==> config.mk <==
export PLATFORM = sky130hd
export DESIGN_NAME = block_assembler
export DESIGN_NICKNAME = d
export VERILOG_FILES = /design/src/rtl/block_assembler.sv
export SDC_FILE = /design/constraint.sdc
export NUM_CORES = 1
export LEC_CHECK = 0
export BUFFER_PORTS_ARGS = -buffer_cell sky130_fd_sc_hd__clkbuf_2
export CAP_MARGIN = 15
export CORE_MARGIN = 3
export CORE_UTILIZATION = 66
export CTS_BUF_LIST = sky130_fd_sc_hd__clkbuf_2
export CTS_CLUSTER_DIAMETER = 80
export CTS_CLUSTER_SIZE = 14
export DETAILED_ROUTE_END_ITERATION = 16
export GPL_ROUTABILITY_DRIVEN = 0
export GPL_TIMING_DRIVEN = 0
export PLACE_DENSITY_LB_ADDON = 0.05
export SLEW_MARGIN = 15
export SYNTH_ARGS = -nofsm -noshare
export SYNTH_HDL_FRONTEND = slang
export SYNTH_SLANG_ARGS = --single-unit
==> constraint.sdc <==
create_clock -name clk -period 8.28 [get_ports clk]
set_input_delay 0.828 -clock clk [delete_from_list [all_inputs] [get_ports clk]]
set_output_delay 0.828 -clock clk [all_outputs]
set_load 0.02 [all_outputs]
==> src/rtl/block_assembler.sv <==
// block_assembler
// ---------------------------------------------------------------------------
// Turns a block-raster pixel stream (M*M pixels per block, blocks left to
// right and then top to bottom) into raster write addresses (row*N + col) for
// an N x N result frame buffer. It also counts blocks, flags stream and
// configuration errors, and reports frame completion.
//
// Ports:
//   clk         system clock, rising edge
//   rst         asynchronous active-low reset
//   cfg_load    one-cycle strobe, latches img_n/blk_m (accepted in IDLE/FULL)
//   img_n       image side N in pixels
//   blk_m       block side M in pixels (N must be a multiple of M, M >= 1)
//   Pixel_Data  blended pixel from upstream
//   new_pixel   pixel strobe, one rising edge per pixel
//   done        upstream end-of-block level, sampled on the rising edge
//   wr_en       frame buffer write strobe (one cycle per pixel)
//   wr_addr     raster write address
//   wr_data     pixel to write
//   blk_done    pulses with the write of the last pixel of each block
//   frame_done  level, set once every block is written, cleared by cfg_load
//   err         sticky error flag, cleared by reset or cfg_load
//   dbg_state   current FSM state (0 IDLE, 1 SETUP, 2 RUN, 3 FULL)
//
// Handshake: there is no back-pressure. A pixel is transferred on every
// rising edge where new_pixel is high and the FSM is in RUN. Its write
// appears on wr_en/wr_addr/wr_data exactly one cycle later. The frame buffer
// must accept one write per cycle.
// ---------------------------------------------------------------------------
module block_assembler #(
    parameter int Data_Depth    = 8,
    parameter int Max_Img_Width = 720,
    parameter int Addr_Width    = 19,
    parameter int Dim_Width     = 10
) (
    input  logic                  clk,
    input  logic                  rst,
    input  logic                  cfg_load,
    input  logic [Dim_Width-1:0]  img_n,
    input  logic [Dim_Width-1:0]  blk_m,
    input  logic [Data_Depth-1:0] Pixel_Data,
    input  logic                  new_pixel,
    input  logic                  done,
    output logic                  wr_en,
    output logic [Addr_Width-1:0] wr_addr,
    output logic [Data_Depth-1:0] wr_data,
    output logic                  blk_done,
    output logic                  frame_done,
    output logic                  err,
    output logic [1:0]            dbg_state
);

    typedef enum logic [1:0] {
        S_IDLE  = 2'd0,
        S_SETUP = 2'd1,
        S_RUN   = 2'd2,
        S_FULL  = 2'd3
    } state_t;

    // Frames larger than the address space are rejected during setup.
    localparam logic [2*Dim_Width:0] ADDR_SPAN = (2*Dim_Width+1)'(1) << Addr_Width;

    state_t state, state_nx;

    logic [Dim_Width-1:0]  n_reg, m_reg;
    logic [Dim_Width-1:0]  rem, quot;       // iterative N/M divide
    logic [Dim_Width-1:0]  bpr_last;        // N/M - 1
    logic [Addr_Width-1:0] row_skip;        // N*(M-1)
    logic [Dim_Width-1:0]  c, r, bc, br;
    logic [Addr_Width-1:0] line_addr, blk_base;
    logic                  blk_seen;        // at least one block completed

    // Setup-only arithmetic. The multiplies are off the per-pixel path and
    // are sampled once, when the divide finishes.
    logic [2*Dim_Width-1:0] n_sq, n_skip;
    logic [Addr_Width-1:0]  n_ext, m_ext;
    logic                   div_done, cfg_bad;

    // Per-pixel decode.
    logic                  end_row, end_blk, last_bc, last_br, pix_run, frame_end;
    logic [Dim_Width-1:0]  c_post, r_post;
    logic                  blk_seen_post, done_ok;
    logic [Addr_Width-1:0] blk_base_nx;

    assign dbg_state = state;

    always_comb begin
        n_ext    = {{(Addr_Width-Dim_Width){1'b0}}, n_reg};
        m_ext    = {{(Addr_Width-Dim_Width){1'b0}}, m_reg};
        n_sq     = {{Dim_Width{1'b0}}, n_reg} * {{Dim_Width{1'b0}}, n_reg};
        n_skip   = {{Dim_Width{1'b0}}, n_reg} * {{Dim_Width{1'b0}}, m_reg - 1'b1};
        div_done = (m_reg == '0) || (rem < m_reg);
        cfg_bad  = (m_reg == '0) || (n_reg == '0) || (rem != '0) ||
                   ({1'b0, n_sq} > ADDR_SPAN);

        end_row   = (c == m_reg - 1'b1);
        end_blk   = end_row && (r == m_reg - 1'b1);
        last_bc   = (bc == bpr_last);
        last_br   = (br == bpr_last);
        pix_run   = (state == S_RUN) && new_pixel;
        frame_end = pix_run && end_blk && last_bc && last_br;

        // Counters as they will be after this edge; the done check uses them
        // so a pixel arriving with done is accounted for first.
        c_post        = c;
        r_post        = r;
        blk_seen_post = blk_seen;
        if (pix_run) begin
            c_post = end_row ? '0 : c + 1'b1;
            if (end_row) begin
                r_post = end_blk ? '0 : r + 1'b1;
            end
            if (end_blk) begin
                blk_seen_post = 1'b1;
            end
        end
        done_ok = (c_post == '0) && (r_post == '0) && blk_seen_post;

        // Next block origin: step right by M, or wrap to the next block row.
        blk_base_nx = last_bc ? blk_base + row_skip + m_ext : blk_base + m_ext;
    end

    // FSM state register.
    always_ff @(posedge clk or negedge rst) begin
        if (!rst) begin
            state <= S_IDLE;
        end else begin
            state <= state_nx;
        end
    end

    // FSM next-state logic.
    always_comb begin
        state_nx = state;
        case (state)
            S_IDLE:  if (cfg_load) state_nx = S_SETUP;
            S_SETUP: if (div_done) state_nx = cfg_bad ? S_IDLE : S_RUN;
            S_RUN:   if (frame_end) state_nx = S_FULL;
            S_FULL:  if (cfg_load) state_nx = S_SETUP;
            default: state_nx = S_IDLE;
        endcase
    end

    // Datapath and registered outputs.
    always_ff @(posedge clk or negedge rst) begin
        if (!rst) begin
            wr_en      <= 1'b0;
            wr_addr    <= '0;
            wr_data    <= '0;
            blk_done   <= 1'b0;
            frame_done <= 1'b0;
            err        <= 1'b0;
            n_reg      <= '0;
            m_reg      <= '0;
            rem        <= '0;
            quot       <= '0;
            bpr_last   <= '0;
            row_skip   <= '0;
            c          <= '0;
            r          <= '0;
            bc         <= '0;
            br         <= '0;
            line_addr  <= '0;
            blk_base   <= '0;
            blk_seen   <= 1'b0;
        end else begin
            wr_en    <= 1'b0;
            blk_done <= 1'b0;
            case (state)
                S_IDLE, S_FULL: begin
                    if (cfg_load) begin
                        n_reg      <= img_n;
                        m_reg      <= blk_m;
                        rem        <= img_n;
                        quot       <= '0;
                        err        <= 1'b0;
                        frame_done <= 1'b0;
                    end else if (state == S_FULL && new_pixel) begin
                        err <= 1'b1;
                    end
                end
                S_SETUP: begin
                    if (new_pixel) begin
                        err <= 1'b1;
                    end
                    if (!div_done) begin
                        rem  <= rem - m_reg;
                        quot <= quot + 1'b1;
                    end else begin
                        bpr_last  <= quot - 1'b1;
                        row_skip  <= n_skip[Addr_Width-1:0];
                        c         <= '0;
                        r         <= '0;
                        bc        <= '0;
                        br        <= '0;
                        line_addr <= '0;
                        blk_base  <= '0;
                        blk_seen  <= 1'b0;
                        if (cfg_bad) begin
                            err <= 1'b1;
                        end
                    end
                end
                S_RUN: begin
                    if (new_pixel) begin
                        wr_en   <= 1'b1;
                        wr_data <= Pixel_Data;
                        wr_addr <= line_addr + {{(Addr_Width-Dim_Width){1'b0}}, c};
                        c       <= c_post;
                        r       <= r_post;
                        if (end_blk) begin
                            blk_done  <= 1'b1;
                            blk_seen  <= 1'b1;
                            blk_base  <= blk_base_nx;
                            line_addr <= blk_base_nx;
                            if (last_bc) begin
                                bc <= '0;
                                br <= br + 1'b1;
                                if (last_br) begin
                                    frame_done <= 1'b1;
                                end
                            end else begin
                                bc <= bc + 1'b1;
                            end
                        end else if (end_row) begin
                            line_addr <= line_addr + n_ext;
                        end
                    end
                    // Counters are not resynchronised on a misplaced done.
                    if (done && !done_ok) begin
                        err <= 1'b1;
                    end
                end
                default: ;
            endcase
        end
    end

endmodule

==> run summary <==
status - finished, final reports clean
f_max - 128 MHz
CTS tree - yes
CTS Buffer Depth - 2
average wire per standard cell - 18.6 um
Slowest-stage cell, CP - xnor2_1
total setup buffers inserted after CTS - 0
Post-Route WL - 47,900 um
Hold Violations, Final - 0
start point of the critical path - m_reg[0]$_DFFE_PN0P_
Yosys cell types - 76
Root Buffer - clkbuf_2
top cells by count, synth - 252 x nand2_1, 190 x inv_1, 181 x dfrtp_1, 181 x o21ai_0, 177 x ha_1
RR Endpoint - row_skip[18]$_DFFE_PN0P_
maxcap violations - 0
pins over their slew limit - 0
Core Box Area - 27,200 um^2
Post-Syn Instances - 2,097
Yosys top cell area share - 0.247
area leader, netlist - dfrtp_1
Die H - 173 um
Critical Path End Type - flip-flop
number of global-route vias before repair - 15,600
Worst R2R Start - m_reg[0]$_DFFE_PN0P_
pre-CTS setup slack - 0.355 ns
DRC - 0
first-pass iteration count of the detailed router - 8
post-route worst setup slack - 0.439 ns
Avg Inst Size Synth - 8.76 um^2
WP data arrival - 8.52 ns
sequential area share after synthesis - 0.247
largest net degree at the start of global routing - 76
Crit path largest cell delay - 0.91 ns
Die X - 173 um
worst path cell trace - buf_1 -> inv_1 -> ha_1 -> nand2b_1 -> or4_1 -> xnor2_1 -> nor2b_1 -> fa_1 -> inv_1 -> fa_1 -> fa_1 -> fa_1 -> inv_1 -> fa_1 -> ha_1 -> a21o_1 -> a31oi_1 -> o21ai_0 -> o41a_1 -> a211o_1 -> a21oi_1 -> xnor2_1 -> o21ai_0
grt total ovfl - 0
mean number of vias per cell - 6.08
Worst-Skew Late Latency - 0.85 ns
area delta synth->final - 5.96%
critical path class - flip-flop to flip-flop
#FFs+latches synth - 181
post-layout net count - 2,516
Post-synth ARST share - 1.00
DR iter-0 viols - 1,237
Critical Path RT - 8.96 ns
Reg2Reg Depth - 23
share of layout cells above drive strength 1 - 0.0742
Slew headroom - 0.175
Hold WC Path Type - input port to flip-flop
H-tree depth - 4
CP Capture Point - row_skip[18]$_DFFE_PN0P_
non-filler cells, final - 2,569
setup slack, reg-to-reg - 0.44 ns
most frequent cell after synthesis - nand2_1
CTS Buf Count - 17
Period Utilization, post-route - 0.947
setup_tns - 0 ns
CP max FO - 10
Die ar. - 29,900 um^2
CTS sink count - 181
skew final - 0.0788 ns
Syn Nets - 2,430
Post-Syn Area - 18,400 um^2
Post-synth EDFFs - 0
final setup fails - 0
initial antenna violation count - 1
first-pass GRT wire length - 79,000 um
most used cell, CP - fa_1
# placed instances - 2,535
hold_sp - Pixel_Data[6]
Ports - 66
Fillers - 2,198
yosys warns - 0
clock period minus worst slack - 7.84 ns
Reg clk slew, reported paths - 0.29 ns
Via Count - 15,600
dpl hpwl - 38,500 um
PortBufs - 64
type of origin of the critical path - flip-flop
Starting Density - 0.676
top cells by area, synth - dfrtp_1 25%, fa_1 13%, ha_1 12%
actual slew at the worst max-slew pin - 1.23 ns
GRT Util Overall - 0.323
final core occ - 0.716
Primary FF master, synth - dfrtp_1
RSZ-0062 raised after global routing - false
row cnt - 60
Post-DRT Antenna Nets - 0
==> how the worst min path moves through the flow <==
stage / endpoint / slack (ns) / depth (start not counted)
after CTS: wr_data[6]$_DFFE_PN0P_ / 0.12 / 3
after global routing: wr_data[0]$_DFFE_PN0P_ / 0.10 / 3
after global placement: wr_data[3]$_DFFE_PN0P_ / 0.46 / 2
after detailed placement: wr_addr[6]$_DFFE_PN0P_ / 0.47 / 2
final: wr_data[6]$_DFFE_PN0P_ / 0.17 / 3
after floorplan: row_skip[10]$_DFFE_PN0P_ / 0.46 / 2
==> cells in the final DEF, fill, tap and decap left out, types with 12 or more instances in the layout <==
cell      instances
a21o_1           33
a21oi_1          86
a31oi_1          15
and2_1           58
and3_1           36
buf_2            12
clkbuf_1         66
clkbuf_2         80
dfrtp_1         181
fa_1            123
ha_1            177
inv_1           190
mux2_2           27
mux2i_1          23
nand2_1         252
nand2b_1         31
nand3_1          39
nand4_1          22
nor2_1          118
nor2b_1          47
nor3_1           21
nor4_1           13
o21ai_0         181
o31ai_1          17
xnor2_1          80
xor2_1           82
==> logic make-up after synthesis <==
| group | after synthesis | synth area share |
|---|---|---|
| AOI/OAI and AO/OA | 439 | 0.148 |
| xor gates and xnor gates | 166 | 0.0822 |
| adders and majority gates | 300 | 0.255 |
| buffers and inverters | 283 | 0.0597 |
| DFF | 181 | 0.247 |
| muxes | 50 | 0.0291 |
| and+or+nand+nor | 678 | 0.180 |
==> final cells by class <==
class,count,area (um^2),area share
Clock inverter,15,136,0.00701
Sequential cell,181,4530,0.233
Inverter,191,717,0.0368
Timing Repair Buffer,67,394,0.0203
Tap cell,372,465,0.0239
Clock buffer,17,85.1,0.00437
Buffer,92,379,0.0195
Antenna cell,1,2.50,0.000129
Multi-Input combinational cell,1633,12800,0.655
==> per-layer routing <==
metal | up-vias | routed length (um) | track usage
met1 | 7590 | 19800 | 0.423
li1 | 7284 | - | -
met5 | - | 0 | 0
met3 | 127 | 3150 | 0.0358
met2 | 610 | 23200 | 0.553
met4 | 0 | 1810 | 0.130
==> worst max-delay path: cells and delay by family (launching register included) <==
family | cells | cell delay [ns]
adder cells (fa/ha/maj) | 7 | 2.86
AO/OA/AOI/OAI | 7 | 1.54
XOR/XNOR | 2 | 1.12
AND/OR/NAND/NOR | 3 | 0.95
buffers and inverters | 4 | 0.63
flip-flops | 1 | 0.62
==> per-stage QoR <==
step,hold WS (ns),cell area [um^2]
final,0.169,19500
after global routing,0.102,19500
after CTS,0.118,19500
after detailed placement,0.466,19200
after global placement,0.459,19200
after floorplan,0.456,18400
==> what timing repair did <==
action	CTS	global route
resized for setup	0	1
endpoints found under the setup margin	0	1
hold endpoints to repair	41	0
hold buffers	1	0
Power is left out: the tool's default activity adds up to more than one toggle a clock period on the data nets, which glitch-free logic cannot reach.
